### src/rtl/lcd_st_timing_adapter.sv
// -----------------------------------------------------------------------------
// lcd_st_timing_adapter
//
// Avalon-ST timing adapter placed between an LCD-path source (command/pixel
// generator) and the LCD master. It turns a source with ready latency
// IN_READY_LATENCY (0..3) into a ready-latency-0 sink. Beats that are already
// in flight when credit runs out are absorbed in a small circular FIFO, so
// backpressure never loses data from a compliant source. With HAS_IN_READY=0
// the source cannot be stalled: beats arriving at a full FIFO are dropped and
// recorded in a sticky overflow flag and a saturating drop counter.
//
// Ports
//   clk         in   single clock, rising edge
//   reset       in   synchronous, active-high reset
//   in_valid    in   upstream beat valid
//   in_data     in   upstream payload [DATA_WIDTH]
//   in_ready    out  credit to upstream (upstream sees it IN_READY_LATENCY later)
//   out_valid   out  downstream beat valid (FIFO not empty)
//   out_data    out  downstream payload, FIFO head (first-word fall-through)
//   out_ready   in   downstream ready, latency 0
//   overflow    out  sticky: at least one beat dropped since reset
//   drop_count  out  number of dropped beats, saturates at 255
//   fill_level  out  current FIFO occupancy
// -----------------------------------------------------------------------------
module lcd_st_timing_adapter #(
  parameter int DATA_WIDTH       = 8,
  parameter int FIFO_DEPTH       = 4,
  parameter int IN_READY_LATENCY = 0,
  parameter bit HAS_IN_READY     = 1'b1
) (
  input  logic                              clk,
  input  logic                              reset,
  input  logic                              in_valid,
  input  logic [DATA_WIDTH-1:0]             in_data,
  output logic                              in_ready,
  output logic                              out_valid,
  output logic [DATA_WIDTH-1:0]             out_data,
  input  logic                              out_ready,
  output logic                              overflow,
  output logic [7:0]                        drop_count,
  output logic [$clog2(FIFO_DEPTH+1)-1:0]   fill_level
);

  localparam int CW = $clog2(FIFO_DEPTH + 1);
  localparam int PW = (FIFO_DEPTH > 1) ? $clog2(FIFO_DEPTH) : 1;
  // Keep the credit history at least one bit wide so latency 0 still elaborates.
  localparam int HW = (IN_READY_LATENCY > 0) ? IN_READY_LATENCY : 1;
  localparam int SW = CW + 2;

  logic [DATA_WIDTH-1:0] mem [FIFO_DEPTH];
  logic [PW-1:0]         wr_ptr;
  logic [PW-1:0]         rd_ptr;
  logic [CW-1:0]         count;
  logic [HW-1:0]         hist;
  logic [1:0]            pending;
  logic                  full;
  logic                  push_req;
  logic                  push;
  logic                  pop;
  logic                  drop;

  function automatic logic [PW-1:0] next_ptr(input logic [PW-1:0] p);
    return (p == PW'(FIFO_DEPTH - 1)) ? '0 : p + PW'(1);
  endfunction

  // Credits granted in the last IN_READY_LATENCY cycles whose beats may still
  // arrive; they must be reserved in the FIFO before granting new credit.
  always_comb begin
    // NOTE: every variable gets a default before any conditional update so
    // no path leaves it unassigned and no latch is inferred.
    pending = '0;
    for (int i = 0; i < IN_READY_LATENCY; i++) begin
      pending = pending + 2'(hist[i]);
    end
  end

  // Depends on registers only, so there is no combinational path from
  // out_ready or in_valid to in_ready.
  assign in_ready = (SW'(count) + SW'(pending)) < SW'(FIFO_DEPTH);

  assign full      = (count == CW'(FIFO_DEPTH));
  assign out_valid = (count != '0);
  assign out_data  = mem[rd_ptr];
  assign fill_level = count;
  assign pop       = out_valid && out_ready;

  always_comb begin
    if (!HAS_IN_READY) begin
      push_req = in_valid;
    end else if (IN_READY_LATENCY == 0) begin
      push_req = in_valid && in_ready;
    end else begin
      // The source only asserts valid where credit was granted L cycles ago.
      push_req = in_valid;
    end
  end

  // A full FIFO still accepts when the head leaves in the same cycle.
  assign push = push_req && (!full || pop);
  assign drop = push_req && !push;

  // NOTE: the payload array has no reset; out_data is only meaningful while
  // out_valid is high, and leaving it unreset keeps it in plain RAM cells.
  always_ff @(posedge clk) begin
    if (push) begin
      mem[wr_ptr] <= in_data;
    end
  end

  // NOTE: sequential state uses non-blocking assignments so every register
  // samples pre-edge values regardless of statement order.
  always_ff @(posedge clk) begin
    if (reset) begin
      wr_ptr     <= '0;
      rd_ptr     <= '0;
      count      <= '0;
      hist       <= '0;
      overflow   <= 1'b0;
      drop_count <= '0;
    end else begin
      if (push) begin
        wr_ptr <= next_ptr(wr_ptr);
      end
      if (pop) begin
        rd_ptr <= next_ptr(rd_ptr);
      end
      case ({push, pop})
        2'b10:   count <= count + CW'(1);
        2'b01:   count <= count - CW'(1);
        default: count <= count;
      endcase
      // Newest in_ready enters at bit 0; the oldest falls off the top.
      hist <= HW'({hist, in_ready});
      if (drop) begin
        overflow <= 1'b1;
        if (drop_count != 8'hFF) begin
          drop_count <= drop_count + 8'd1;
        end
      end
    end
  end

endmodule

### config.mk
export PLATFORM = sky130hd
export DESIGN_NAME = lcd_st_timing_adapter
export DESIGN_NICKNAME = d
export VERILOG_FILES = /design/src/rtl/lcd_st_timing_adapter.sv
export SDC_FILE = /design/constraint.sdc
export NUM_CORES = 1
export LEC_CHECK = 0
export CORE_ASPECT_RATIO = 1.2
export CORE_MARGIN = 4
export CORE_UTILIZATION = 55
export DETAILED_ROUTE_END_ITERATION = 16
export GPL_ROUTABILITY_DRIVEN = 1
export PLACE_DENSITY = 0.94
export SKIP_CTS_REPAIR_TIMING = 1
export SYNTH_ARGS = -nofsm -noshare
export SYNTH_HDL_FRONTEND = slang
export SYNTH_SLANG_ARGS = --single-unit
export TNS_END_PERCENT = 20
### constraint.sdc
create_clock -name clk -period 6.1 [get_ports clk]
set_clock_uncertainty 0.15 [all_clocks]
set_input_delay 1.22 -clock clk [delete_from_list [all_inputs] [get_ports clk]]
set_output_delay 1.22 -clock clk [all_outputs]
set_load 0.005 [all_outputs]
==> flow_metrics.py <==
metrics = {
    "outcome": {
        "status": "finished clean",
    },
    "yosys": {
        "yosys_warnings": 0,
        "syn_area_per_cell_sq_um": 16.8,
        "synth_top_area_share": 0.512,
        "synth_area_leaders": "edfxtp_1 51%, dfxtp_1 19%, mux4_2 9.6%",
        "yosysMostFrequentCell": "edfxtp_1",
        "synth_edf_count": 32,
        "synth_flop_cell": "edfxtp_1",
        "synthTopCellsByCount": "32 x edfxtp_1, 18 x dfxtp_1, 10 x nor2b_1",
        "ys_seq_elements": 50,
        "syn_nets": 131,
        "async_flop_share": 0,
        "ys_seq_area_frac": 0.704,
        "synthCells": 112,
        "ys_types": 21,
        "yosysTopAreaCell": "edfxtp_1",
        "syn_area_sq_um": 1880,
    },
    "global_route": {
        "antenna_found_initial": 0,
        "overflow": 0,
        "grt_pass1_wl_mm": 5.19,
        "grt_pass1_vias": 1041,
        "grtUsageTotal": 0.165,
        "grt_max_degree": 17,
    },
    "layout": {
        "final_util": 0.700,
        "register_area_sq_um": 1320,
        "diodes": 0,
        "drive_gt1_frac": 0.114,
        "nNetsFinal": 167,
        "multiInputGateArea_sq_um": 503,
        "stdcell_area_sq_um": 2320,
        "n_fill_cell": 225,
        "syn2layout_area_growth_pct": 23.3,
    },
    "sta": {
        "relSlewSlack": 0.605,
        "post-route-min-period_ns": 3.37,
        "fin_setup_tns_ns": 0,
        "slew_violations": 0,
        "final_hold_viol_count": 0,
        "clock.fmax_mhz": 297,
        "min_period_over_period": 0.553,
        "rsz0062_at_grt": "no",
        "worst_slew_pin_slew_ns": 0.591,
        "setup_viol": 0,
    },
    "critical_path": {
        "worstPathArrival_ns": 2.00,
        "cp-start-kind": "flop",
        "crit_required_ns": 4.73,
        "crit_fanout": 8,
        "crit_type": "flop to primary output",
        "endpoint_kind": "primary output",
    },
    "clock_tree": {
        "cts.clk_slew.worst_paths_ns": 0.09,
        "root_buffer": "clkbuf_8",
        "cts-htree-levels": 2,
        "cts_tree": "built",
        "cts_made_buffers": 5,
        "insertion_delay_ns": 0.30,
        "cts_sinks": 50,
        "cts_buffer_depth": 2,
    },
    "run": {
        "cap_violations": 0,
    },
    "detailed_routing": {
        "ant_nets": 0,
        "first_pass_iters": 4,
        "drc_errors": 0,
        "wl_mm": 3.17,
        "drt_iter0_markers": 29,
        "viasPerCell": 5.36,
        "wl_per_cell_microns": 17.0,
        "vias": 997,
    },
    "floorplan": {
        "rows": 23,
        "start_util": 0.567,
        "die_area_sq_um": 4420,
        "die_h_microns": 72.0,
        "core-area_sq_um": 3310,
        "die_w_microns": 61.3,
        "pin_count": 34,
    },
    "placement": {
        "dpl_cell_area_sq_um": 2230,
        "post-dp-hpwl_mm": 2.20,
        "place_congestion": 0.743,
        "port_buffers": 33,
    },
    "power_and_ir_drop": {
        "pwr_density_cell_nw_per_um2": 370,
        "finalPower_uw": 856,
        "peakVddDrop_v": 0.000384,
        "power_leakage_nw": 0.816,
    },
    "hold_path": {
        "hold_path_class": "flop to flop",
    },
}
-- through the flow --
step	setup slack, ns	hold WS (ns)	cells
3_5_place_dp	2.67	0.308	178
5_1_grt	2.56	0.333	186
3_3_place_gp	2.81	0.303	178
2_1_floorplan	3.21	0.310	112
6_report	2.73	0.322	186
4_1_cts	2.65	0.324	186
-- critical path, cell delays in order (launching register included) --
cell and delay, ns:
dfxtp_1 0.66, mux4_2 0.58, clkdlybuf4s50_1 0.47
-- power breakdown --
group / switching [mW] / internal, mW / total (mW)
registers: 0.0383 / 0.401 / 0.440
clock network: 0.105 / 0.0786 / 0.183
logic: 0.0920 / 0.141 / 0.233
total: 0.235 / 0.621 / 0.856
-- kinds of logic (layout without fill, tap and decap cells) --
kind of cell | count (synthesis) | count (layout) | share of synthesized area
AOI/OAI and AO/OA | 5 | 5 | 0.0240
xor gates and xnor gates | 2 | 2 | 0.00933
adders and majority gates | 7 | 7 | 0.0506
buffers and inverters | 12 | 49 | 0.0286
DFF | 50 | 50 | 0.704
muxes | 11 | 11 | 0.112
and+or+nand+nor | 25 | 25 | 0.0719
-- path summary, 6_finish.rpt --
path | cells after the start | slack (ns) | to | startpoint
min | 1 | 0.32 | drop_count[4]$_SDFFE_PP0P_ | drop_count[4]$_SDFFE_PP0P_
max | 2 | 2.73 | out_data[6] | flop
max reg2reg | 8 | 3.86 | fill_level[2]$_SDFFE_PP0P_ | fill_level[2]$_SDFFE_PP0P_
min reg2reg | 1 | 0.32 | drop_count[4]$_SDFFE_PP0P_ | drop_count[4]$_SDFFE_PP0P_
-- sequential cells by signal, summed over array words and instances (netlist names), named ones only --
name	count
drop_count	8
fill_level	3
mem	32
overflow	1
rd_ptr	2
wr_ptr	2
-- layer usage --
metal  track usage  routed length (microns)  up-vias
met4        0.0495                       38        0
met3        0.0712                      281        6
li1              -                        -      471
met2         0.265                     1590       36
met1         0.201                     1260      484
met5             0                        0        -
-- area by class of cell --
cell class              instances  area share
clock buffers                   5      0.0297
multi-input cells              50       0.217
inverters                       8      0.0130
flip-flops and latches         50       0.571
well taps                      37      0.0200
repair buffers                 33       0.143
clock inverters                 3     0.00702
-- cell usage in the layout (no fill, tap or decap), drive strengths merged --
master	Yosys	routed
clkdlybuf4s50	0	33
edfxtp	32	32
dfxtp	18	18
nor2b	10	10
inv	8	8
mux4	8	8
nor2	7	7
ha	6	6
clkbuf	2	5
and2	4	4
mux2i	3	3
a21oi	3	3
or3	2	2
xor2	2	2
clkinv	0	2
o31ai	1	1
nand3	1	1
nand2	1	1
o21ai	1	1
fa	1	1
clkinvlp	0	1
(Power assumes the default switching activity.)
